==> src/rtl/line_window_reader_if.sv <==
// Pixel-stream / window bus for line_window_reader.
//   master : pixel source side (drives pix_valid, sof, pix_in, tap0, tap1;
//            observes shift and the window outputs)
//   slave  : line_window_reader itself
// Signals:
//   pix_valid, sof, pix_in : live pixel stream (row y)
//   tap0, tap1             : line buffer outputs (rows y-1, y-2), same column
//   shift                  : shift strobe to both line buffers
//   win_valid, win         : registered 3x3 window, pixel (r,c) at win[8*(3r+c)+:8]
//   win_row, win_col       : centre coordinates of win
//   frame_done, sof_err    : one-cycle status pulses
interface line_window_reader_if #(
  parameter int COL_W = 9,
  parameter int ROW_W = 8
);
  logic             pix_valid;
  logic             sof;
  logic [7:0]       pix_in;
  logic [7:0]       tap0;
  logic [7:0]       tap1;
  logic             shift;
  logic             win_valid;
  logic [71:0]      win;
  logic [ROW_W-1:0] win_row;
  logic [COL_W-1:0] win_col;
  logic             frame_done;
  logic             sof_err;

  modport master (
    output pix_valid, sof, pix_in, tap0, tap1,
    input  shift, win_valid, win, win_row, win_col, frame_done, sof_err
  );

  modport slave (
    input  pix_valid, sof, pix_in, tap0, tap1,
    output shift, win_valid, win, win_row, win_col, frame_done, sof_err
  );
endinterface

==> src/rtl/line_window_reader.sv <==
// Read side of the two-deep line-buffer chain. Accepts the live pixel
// stream, strobes the line buffers, and assembles a registered 3x3
// neighbourhood window with its centre coordinates.
// Ports:
//   clk     : rising-edge clock
//   reset_n : asynchronous active-low reset
//   bus     : line_window_reader_if.slave (stream in, window out)
module line_window_reader #(
  parameter int IMG_WIDTH  = 320,
  parameter int IMG_HEIGHT = 240,
  parameter int COL_W      = 9,
  parameter int ROW_W      = 8
) (
  input  logic                  clk,
  input  logic                  reset_n,
  line_window_reader_if.slave   bus
);

  typedef enum logic {IDLE = 1'b0, RUN = 1'b1} state_t;

  localparam logic [COL_W-1:0] COL_LAST = COL_W'(IMG_WIDTH - 1);
  localparam logic [ROW_W-1:0] ROW_LAST = ROW_W'(IMG_HEIGHT - 1);

  state_t           state_q, state_d;
  logic [ROW_W-1:0] row_q, row_d;
  logic [COL_W-1:0] col_q, col_d;
  logic [71:0]      sr_q, sr_d;
  logic [71:0]      win_q, win_d;
  logic [ROW_W-1:0] win_row_q, win_row_d;
  logic [COL_W-1:0] win_col_q, win_col_d;
  logic             win_valid_q, win_valid_d;
  logic             frame_done_q, frame_done_d;
  logic             sof_err_q, sof_err_d;

  logic             accept;
  logic             last_px;
  logic             restart;
  logic [ROW_W-1:0] pos_row;
  logic [COL_W-1:0] pos_col;
  logic             emit;

  always_comb begin
    accept  = bus.pix_valid & ((state_q != IDLE) | bus.sof);
    // The final pixel of a frame takes priority over a coincident sof.
    last_px = (state_q == RUN) & (row_q == ROW_LAST) & (col_q == COL_LAST);
    restart = bus.sof & ~last_px;
    // Position of the pixel being accepted; sof forces it to (0,0).
    pos_row = restart ? '0 : row_q;
    pos_col = restart ? '0 : col_q;
    emit    = accept & (pos_row >= ROW_W'(2)) & (pos_col >= COL_W'(2));
  end

  always_comb begin
    state_d      = state_q;
    row_d        = row_q;
    col_d        = col_q;
    sr_d         = sr_q;
    win_d        = win_q;
    win_row_d    = win_row_q;
    win_col_d    = win_col_q;
    win_valid_d  = 1'b0;
    frame_done_d = 1'b0;
    sof_err_d    = 1'b0;

    if (accept) begin
      // Shift window columns left; the new right column is {tap1, tap0, pix_in}
      // from top row to bottom row.
      for (int r = 0; r < 3; r++) begin
        sr_d[8*(3*r)   +: 8] = sr_q[8*(3*r+1) +: 8];
        sr_d[8*(3*r+1) +: 8] = sr_q[8*(3*r+2) +: 8];
      end
      sr_d[8*2 +: 8] = bus.tap1;
      sr_d[8*5 +: 8] = bus.tap0;
      sr_d[8*8 +: 8] = bus.pix_in;

      if (last_px) begin
        state_d      = IDLE;
        row_d        = '0;
        col_d        = '0;
        frame_done_d = 1'b1;
      end else begin
        state_d   = RUN;
        sof_err_d = bus.sof & (state_q == RUN);
        if (pos_col == COL_LAST) begin
          col_d = '0;
          row_d = pos_row + ROW_W'(1);
        end else begin
          col_d = pos_col + COL_W'(1);
          row_d = pos_row;
        end
      end

      // Output window only loads on a complete window, so win and the
      // coordinates hold while win_valid is low.
      if (emit) begin
        win_valid_d = 1'b1;
        win_d       = sr_d;
        win_row_d   = pos_row - ROW_W'(1);
        win_col_d   = pos_col - COL_W'(1);
      end
    end
  end

  // Stage boundary: accepted pixel -> registered window and status
  always_ff @(posedge clk or negedge reset_n) begin
    if (!reset_n) begin
      state_q      <= IDLE;
      row_q        <= '0;
      col_q        <= '0;
      sr_q         <= '0;
      win_q        <= '0;
      win_row_q    <= '0;
      win_col_q    <= '0;
      win_valid_q  <= 1'b0;
      frame_done_q <= 1'b0;
      sof_err_q    <= 1'b0;
    end else begin
      state_q      <= state_d;
      row_q        <= row_d;
      col_q        <= col_d;
      sr_q         <= sr_d;
      win_q        <= win_d;
      win_row_q    <= win_row_d;
      win_col_q    <= win_col_d;
      win_valid_q  <= win_valid_d;
      frame_done_q <= frame_done_d;
      sof_err_q    <= sof_err_d;
    end
  end

  assign bus.shift      = accept;
  assign bus.win_valid  = win_valid_q;
  assign bus.win        = win_q;
  assign bus.win_row    = win_row_q;
  assign bus.win_col    = win_col_q;
  assign bus.frame_done = frame_done_q;
  assign bus.sof_err    = sof_err_q;

endmodule

==> src/flat_wrapper.sv <==
// flat-port wrapper written by rule: the top's interface ports become plain ports
module line_window_reader_flat 
#(
  parameter int IMG_WIDTH  = 320,
  parameter int IMG_HEIGHT = 240,
  parameter int COL_W      = 9,
  parameter int ROW_W      = 8
)
  (clk, reset_n, bus_pix_valid, bus_sof, bus_pix_in, bus_tap0, bus_tap1, bus_shift, bus_win_valid, bus_win, bus_win_row, bus_win_col, bus_frame_done, bus_sof_err);
  line_window_reader_if #(.COL_W(COL_W), .ROW_W(ROW_W)) bus_i ();
  input  logic clk;
  input  logic reset_n;
  input wire logic [$bits(bus_i.pix_valid)-1:0] bus_pix_valid;
  input wire logic [$bits(bus_i.sof)-1:0] bus_sof;
  input wire logic [$bits(bus_i.pix_in)-1:0] bus_pix_in;
  input wire logic [$bits(bus_i.tap0)-1:0] bus_tap0;
  input wire logic [$bits(bus_i.tap1)-1:0] bus_tap1;
  output wire logic [$bits(bus_i.shift)-1:0] bus_shift;
  output wire logic [$bits(bus_i.win_valid)-1:0] bus_win_valid;
  output wire logic [$bits(bus_i.win)-1:0] bus_win;
  output wire logic [$bits(bus_i.win_row)-1:0] bus_win_row;
  output wire logic [$bits(bus_i.win_col)-1:0] bus_win_col;
  output wire logic [$bits(bus_i.frame_done)-1:0] bus_frame_done;
  output wire logic [$bits(bus_i.sof_err)-1:0] bus_sof_err;
  assign bus_i.pix_valid = bus_pix_valid;
  assign bus_i.sof = bus_sof;
  assign bus_i.pix_in = bus_pix_in;
  assign bus_i.tap0 = bus_tap0;
  assign bus_i.tap1 = bus_tap1;
  assign bus_shift = bus_i.shift;
  assign bus_win_valid = bus_i.win_valid;
  assign bus_win = bus_i.win;
  assign bus_win_row = bus_i.win_row;
  assign bus_win_col = bus_i.win_col;
  assign bus_frame_done = bus_i.frame_done;
  assign bus_sof_err = bus_i.sof_err;
  line_window_reader #(.IMG_WIDTH(IMG_WIDTH), .IMG_HEIGHT(IMG_HEIGHT), .COL_W(COL_W), .ROW_W(ROW_W)) u_core (.clk(clk), .reset_n(reset_n), .bus(bus_i));
endmodule
==> config.mk <==
export PLATFORM = sky130hd
export DESIGN_NAME = line_window_reader_flat
export DESIGN_NICKNAME = d
export VERILOG_FILES = /design/src/rtl/line_window_reader_if.sv /design/src/rtl/line_window_reader.sv /design/src/flat_wrapper.sv
export SDC_FILE = /design/constraint.sdc
export NUM_CORES = 1
export LEC_CHECK = 0
export CAP_MARGIN = 20
export CELL_PAD_IN_SITES_DETAIL_PLACEMENT = 0
export CELL_PAD_IN_SITES_GLOBAL_PLACEMENT = 1
export CORE_ASPECT_RATIO = 0.5
export CORE_MARGIN = 8
export CORE_UTILIZATION = 37
export DETAILED_ROUTE_END_ITERATION = 7
export PLACE_DENSITY_LB_ADDON = 0.1
export SLEW_MARGIN = 0
export SYNTH_ARGS = -nofsm -noshare
export SYNTH_HDL_FRONTEND = slang
export SYNTH_SLANG_ARGS = --single-unit
==> constraint.sdc <==
create_clock -name clk -period 3.1 [get_ports clk]
set_input_delay 0.93 -clock clk [delete_from_list [all_inputs] [get_ports clk]]
set_output_delay 0.93 -clock clk [all_outputs]
set_load 0.02 [all_outputs]
==> Word-level counts from Yosys, hierarchy flattened <==
Cells that the tools add are included.
{ "word_totals": {"register_bits": 182, "in_bits": 28, "out_inout_bits": 93, "elab_cells": 42} }
{ "op_classes": {"addsub": 4, "n_lt_le_gt_ge": 2, "n_eq_ne": 3, "mux": 13, "n_bitwise": 9, "n_reduce_logical": 1} }
{ "op_table": {"columns": ["op", "n"], "rows": [
  ["2-to-1 mux 9 bit", 3],
  ["2-to-1 mux 8 bit", 3],
  ["equality test 9 bit, second input constant", 2],
  ["adder 9 x 1 -> 9 bit, second input constant", 1],
  [">= comparator 9 x 2 -> 1 bit, second input constant", 1],
  ["subtractor 9 x 1 -> 9 bit, second input constant", 1],
  ["adder 8 x 1 -> 8 bit, second input constant", 1],
  ["equality test 8 bit, second input constant", 1],
  [">= comparator 8 x 2 -> 1 bit, second input constant", 1],
  ["subtractor 8 x 1 -> 8 bit, second input constant", 1],
  ["bitwise AND 1 bit", 7],
  ["2-to-1 mux 1 bit", 7],
  ["AND reduction 2 bit", 1],
  ["inverter 1 bit", 1],
  ["OR 1 bit", 1]
]} }

==> Longest topological paths before layout <==
{ "depth": {"word_depth": 11, "mapped_depth": 15, "mapped_depth_nobuf": 12} }

==> Worst setup path before layout <==
No wires, ideal clock.
{ "synth_path": {"kind": "register -> register", "from": "register u_core.col_q[2]", "to": "register u_core.win_q[51] (netlist: u_core.bus.win[51])", "setup_time_ns": 0.125, "arrival_ns": 2.807, "required_ns": 2.975, "slack_ns": 0.168, "stages_incl_launch_ff": 16, "n_path_buf": 3, "synth_period_minus_slack_ns": 2.932, "cell_sequence": "dfrtp_1 -> buf_2 -> nand2_1 -> or3_1 -> o21ai_1 -> buf_2 -> nand2_1 -> inv_1 -> ha_1 -> nor3_1 -> nand3_1 -> nand3_2 -> or2_4 -> inv_2 -> buf_4 -> mux2_2"} }
{ "synth_via": {"elab_chain_len": 9, "word_cells_on_any_way": 11, "cone_classes": "2 x order compare; 1 x eq/ne; 2 x mux; 5 x bitwise; 1 x reduce/logical"} }
{ "synth_lines": {"columns": ["element", "line", "rtl"], "rows": [
  ["start: declaration", "line_window_reader.sv:26", "logic [COL_W-1:0] col_q, col_d;"],
  ["start signal: assignment", "line_window_reader.sv:120", "col_q <= col_d;"],
  ["equality test 9 bit", "line_window_reader.sv:45", "last_px = (state_q == RUN) & (row_q == ROW_LAST) & (col_q == COL_LAST);"],
  ["bitwise AND 1 bit", "line_window_reader.sv:45", null],
  ["inverter 1 bit", "line_window_reader.sv:46", "restart = bus.sof & ~last_px;"],
  ["bitwise AND 1 bit", "line_window_reader.sv:46", null],
  ["2-to-1 mux 8 bit", "line_window_reader.sv:48", "pos_row = restart ? '0 : row_q;"],
  [">= comparator 8 x 2 -> 1 bit", "line_window_reader.sv:50", "emit = accept & (pos_row >= ROW_W'(2)) & (pos_col >= COL_W'(2));"],
  ["bitwise AND 1 bit", "line_window_reader.sv:50", null],
  ["bitwise AND 1 bit (*)", "line_window_reader.sv:50", null],
  ["AND reduction 2 bit (no line) (*)", null, null],
  ["end signal: assignment", "line_window_reader.sv:122", "win_q <= win_d;"],
  ["end: declaration", "line_window_reader.sv:28", "logic [71:0] win_q, win_d;"]
]} }
Every way passes the cells marked *; elsewhere a longest branch is shown, timed or not.
A chain may end at the register's enable or synchronous reset.

==> Final worst setup path <==
{ "layout_path": {"from": "input port bus_sof", "to": "output port bus_shift"} }
{ "layout_via": {"elab_chain_len": 2} }
{ "layout_lines": {"columns": ["element", "line", "rtl"], "rows": [
  ["start: declaration", "flat_wrapper.sv:14", "input wire logic [$bits(bus_i.sof)-1:0] bus_sof;"],
  ["OR 1 bit", "line_window_reader.sv:43", "accept = bus.pix_valid & ((state_q != IDLE) | bus.sof);"],
  ["bitwise AND 1 bit", "line_window_reader.sv:43", null],
  ["end: declaration", "flat_wrapper.sv:18", "output wire logic [$bits(bus_i.shift)-1:0] bus_shift;"]
]} }
Every way passes these cells.

==> results by group <==
CTS
  • # H-tree levels: 4
  • Clock root cell: clkbuf_16
  • Setup Buffers After CTS: 0
  • Bufs on Longest Clock Path: 2
  • TritonCTS clock tree: yes
  • Inserted Clock Buffers: 17
  • Clock transition time at the flip-flop clock pins of the worst setup and hold paths: ~70 ps
  • Insertion delay to the later sink of the worst-skew pair: between 400 and 500 ps
  • Number of clock sinks: 158

Final layout
  • Post-Layout Cell Count: between 1,000 and 1,500
  • Number of diodes: 0
  • Area Growth Syn to Fin: 35.7%
  • Layout Nets: around 810
  • Share of layout cells above drive strength 1: 0.228

Placement
  • Final RePlAce weighted congestion: between 0.8 and 0.9
  • Cell count after placement: between 1,000 and 1,500
  • Post-placement worst setup slack: -342 ps
  • PortBufs: 120
  • Half-perimeter wire length after detailed placement: approximately 12,000 um

Die
  • DIE HEIGHT: roughly 110 um
  • Floorplan die area: approximately 23,000 um^2
  • Placeable core area: about 18,000 um^2
  • Row count: 35
  • Initial Utilization: 0.375
  • Die Width: roughly 210 um
  • I/O pin count: 121

Critical path
  • Worst-path maximum fanout: 14
  • Sort of element at the end of the critical path: primary output
  • Nature of the critical path startpoint: primary input
  • Req. time, crit path: between 2000 and 2500 ps
  • CP Data Arrival Time: between 2000 and 2500 ps
  • Crit Path Class: primary input to primary output

Detailed routing
  • Final Routed Wirelength: around 18,000 um
  • Routed length per placed instance: 17.2 um
  • Vias after detailed routing: a little under 5,000
  • DRC: 0
  • Via-to-Cell Ratio: approximately 4.8
  • Remaining antenna violation count after routing: 0
  • First-pass detailed-route iteration total: 7
  • DR iter-0 viols: around 250

Hold path
  • Classification of the worst-slack hold path: primary input to asynchronous set/reset pin

Flow run
  • Max-capacitance violation count: 0

Synthesis
  • Mux contribution to synthesized area: 0.149
  • Fraction of synthesized cell area in xor and xnor cells: 0.0116
  • Yosys warning total: 0
  • Post-synthesis sequential element count: ~160
  • Net Count, Synth: between 600 and 700
  • Unique masters post-synth: between 50 and 60
  • Post-synthesis share of cell area spent on and, or, nand and nor gates: 0.155
  • Mean post-synth cell area: roughly 11 um^2
  • Compound-cell area share of the yosys netlist: 0.0576
  • Top post-synthesis cells by area: dfrtp_1 (58%), nand2_1 (9.7%), mux2_2 (8.6%), mux2_4 (5.7%), o21ai_0 (1.5%)
  • Proportion of synthesized flip-flops having asynchronous set or reset: 1.00
  • Largest area contributor in the netlist: dfrtp_1
  • Largest family of logic cells by synthesized area: simple AND/OR/NAND/NOR gates
  • Register area share after synthesis: 0.579
  • Fraction of the mapped netlist area in adder cells: 0.0110
  • Synthesized instance count: 610
  • Top_reg_cell synth: dfrtp_1
  • Count of flip-flops with a built-in enable after synthesis: 0
  • Post-Synthesis Cell Area: around 6800 um^2
  • Area fraction of the dominant cell type after synthesis: 0.579

Timing
  • Final worst path period need: around 3000 ps
  • Setup repair after global routing missed its margin: yes
  • Setup TNS: 0 ps
  • Tightest Pin Transition: 774 ps
  • Post-route fraction of the period consumed by the critical path: 0.952
  • Count of endpoints failing hold in the final timing report: 0
  • Final critical-path setup slack: about 150 ps
  • Worst Clk Skew: about 9.4 ps
  • Max Fclk: about 340 MHz
  • Relative slew slack: 0.484
  • Max-slew violation total from the final report: 0
  • Final setup fails: 0

Power
  • Post-layout power: 8.21 mW
  • P per Cell Area: approximately 890 nW/um^2
  • Total leakage power: approximately 4.4 nW
  • IR Drop Worst-Case VDD: 0.000458 V

Global routing
  • Largest net degree at the start of global routing: 66
  • Wire length of the first global-routing pass: 29,700 um
  • Via count of the first global-routing pass: approximately 5,300
  • Combined global-route utilization of all metal layers: 0.157
  • Initial antenna violation count: 0
  • Remaining global-route overflow: 0

Status
  • Outcome: finished clean
worst max-delay path, stage by stage:
cell and delay (ps):
clkdlybuf4s50_1 560, buf_6 210, o21ai_4 80, inv_2 60
clkbuf_2 170
cells in the final DEF (no fill, tap or decap), types with 8 or more instances in the layout:
master / count
a21oi_1: 17
buf_4: 57
clkbuf_16: 17
clkdlybuf4s50_1: 118
dfrtp_1: 158
inv_1: 17
mux2_2: 52
mux2_4: 26
nand2_1: 176
nand3_1: 11
nor2_1: 11
nor3_1: 9
o21ai_0: 20
or3_1: 8
xnor2_1: 8
kinds of logic after synthesis:
group / Yosys count
flops: 158
xor+xnor: 9
mux: 82
simple gates: 242
compound gates: 64
fa+ha+maj: 6
buf+inv: 49
registers in the layout, indices dropped and copies added, names as in the netlist:
signal,count
u_core.row_q,8
u_core.bus.frame_done,1
u_core.col_q,9
u_core.bus.win_valid,1
u_core.bus.sof_err,1
u_core.sr_q,48
u_core.bus.win,72
u_core.bus.win_row,8
u_core.bus.win_col,9
u_core.state_q,1
worst paths after layout:
path	from	endpoint	slack [ps]	cells after the start
max	bus_sof	bus_shift	150	5
min reg2reg	u_core.sr_q[14]	u_core.sr_q[14]	470	2
max in group asynchronous	reset_n	u_core.sr_q[34]	1950	2
min	reset_n	u_core.bus.win[69]	440	1
min in group clk	u_core.sr_q[14]	u_core.sr_q[14]	470	2
max reg2reg	u_core.col_q[7]	u_core.row_q[7]	240	14
through the flow:
stage	hold slack [ps]	area (um^2)	util
final	437	9260	0.508
after global routing	456	9260	0.508
after CTS	456	9250	0.507
after detailed placement	460	8660	0.475
after global placement	454	8660	0.475
after floorplan	440	6820	-
synthesized netlist by cell type, drive strengths merged (2+ instances only):
library cell    n
o21bai          3
nor2           11
o22ai           4
and4            2
clkbuf          9
o31a            2
mux2           81
nand3          12
nor4            2
a2bb2oi         4
buf            21
o311ai          2
nor3           11
a21oi          18
nand2         176
o21ai          22
ha              6
dfrtp         158
inv            19
nand4           7
or3             8
or2             3
and3            4
o211ai          2
xnor2           8
layout make-up:
cell class / count / area (um^2)
Tap cell: 240 / 300
Clock buffer: 19 / 433
Inverter: 19 / 71.3
Timing Repair Buffer: 181 / 1700
Sequential cell: 158 / 3950
Multi-Input combinational cell: 403 / 2650
Clock inverter: 11 / 155
Fill cell: 1675 / 8960
per-layer routing:
metal	routed length [um]	global-route usage	vias to the layer above
met5	0	0	-
met4	111	0.0353	0
met3	762	0.0467	10
met2	8640	0.261	65
met1	8180	0.200	2476
li1	-	-	2399
what timing repair did:
item / CTS / global route
hold buffers: 0 / 0
setup endpoints to repair: 1 / 99
resized for setup: 2 / 5
where the power goes:
| group | internal, mW | leakage (nW) | switching [mW] |
|---|---|---|---|
| Combinational | 1.57 | 2.13 | 1.41 |
| Clock | 1.27 | 0.290 | 0.873 |
| Sequential | 2.72 | 1.97 | 0.376 |
No activity file was read; power rests on OpenSTA's default activity.
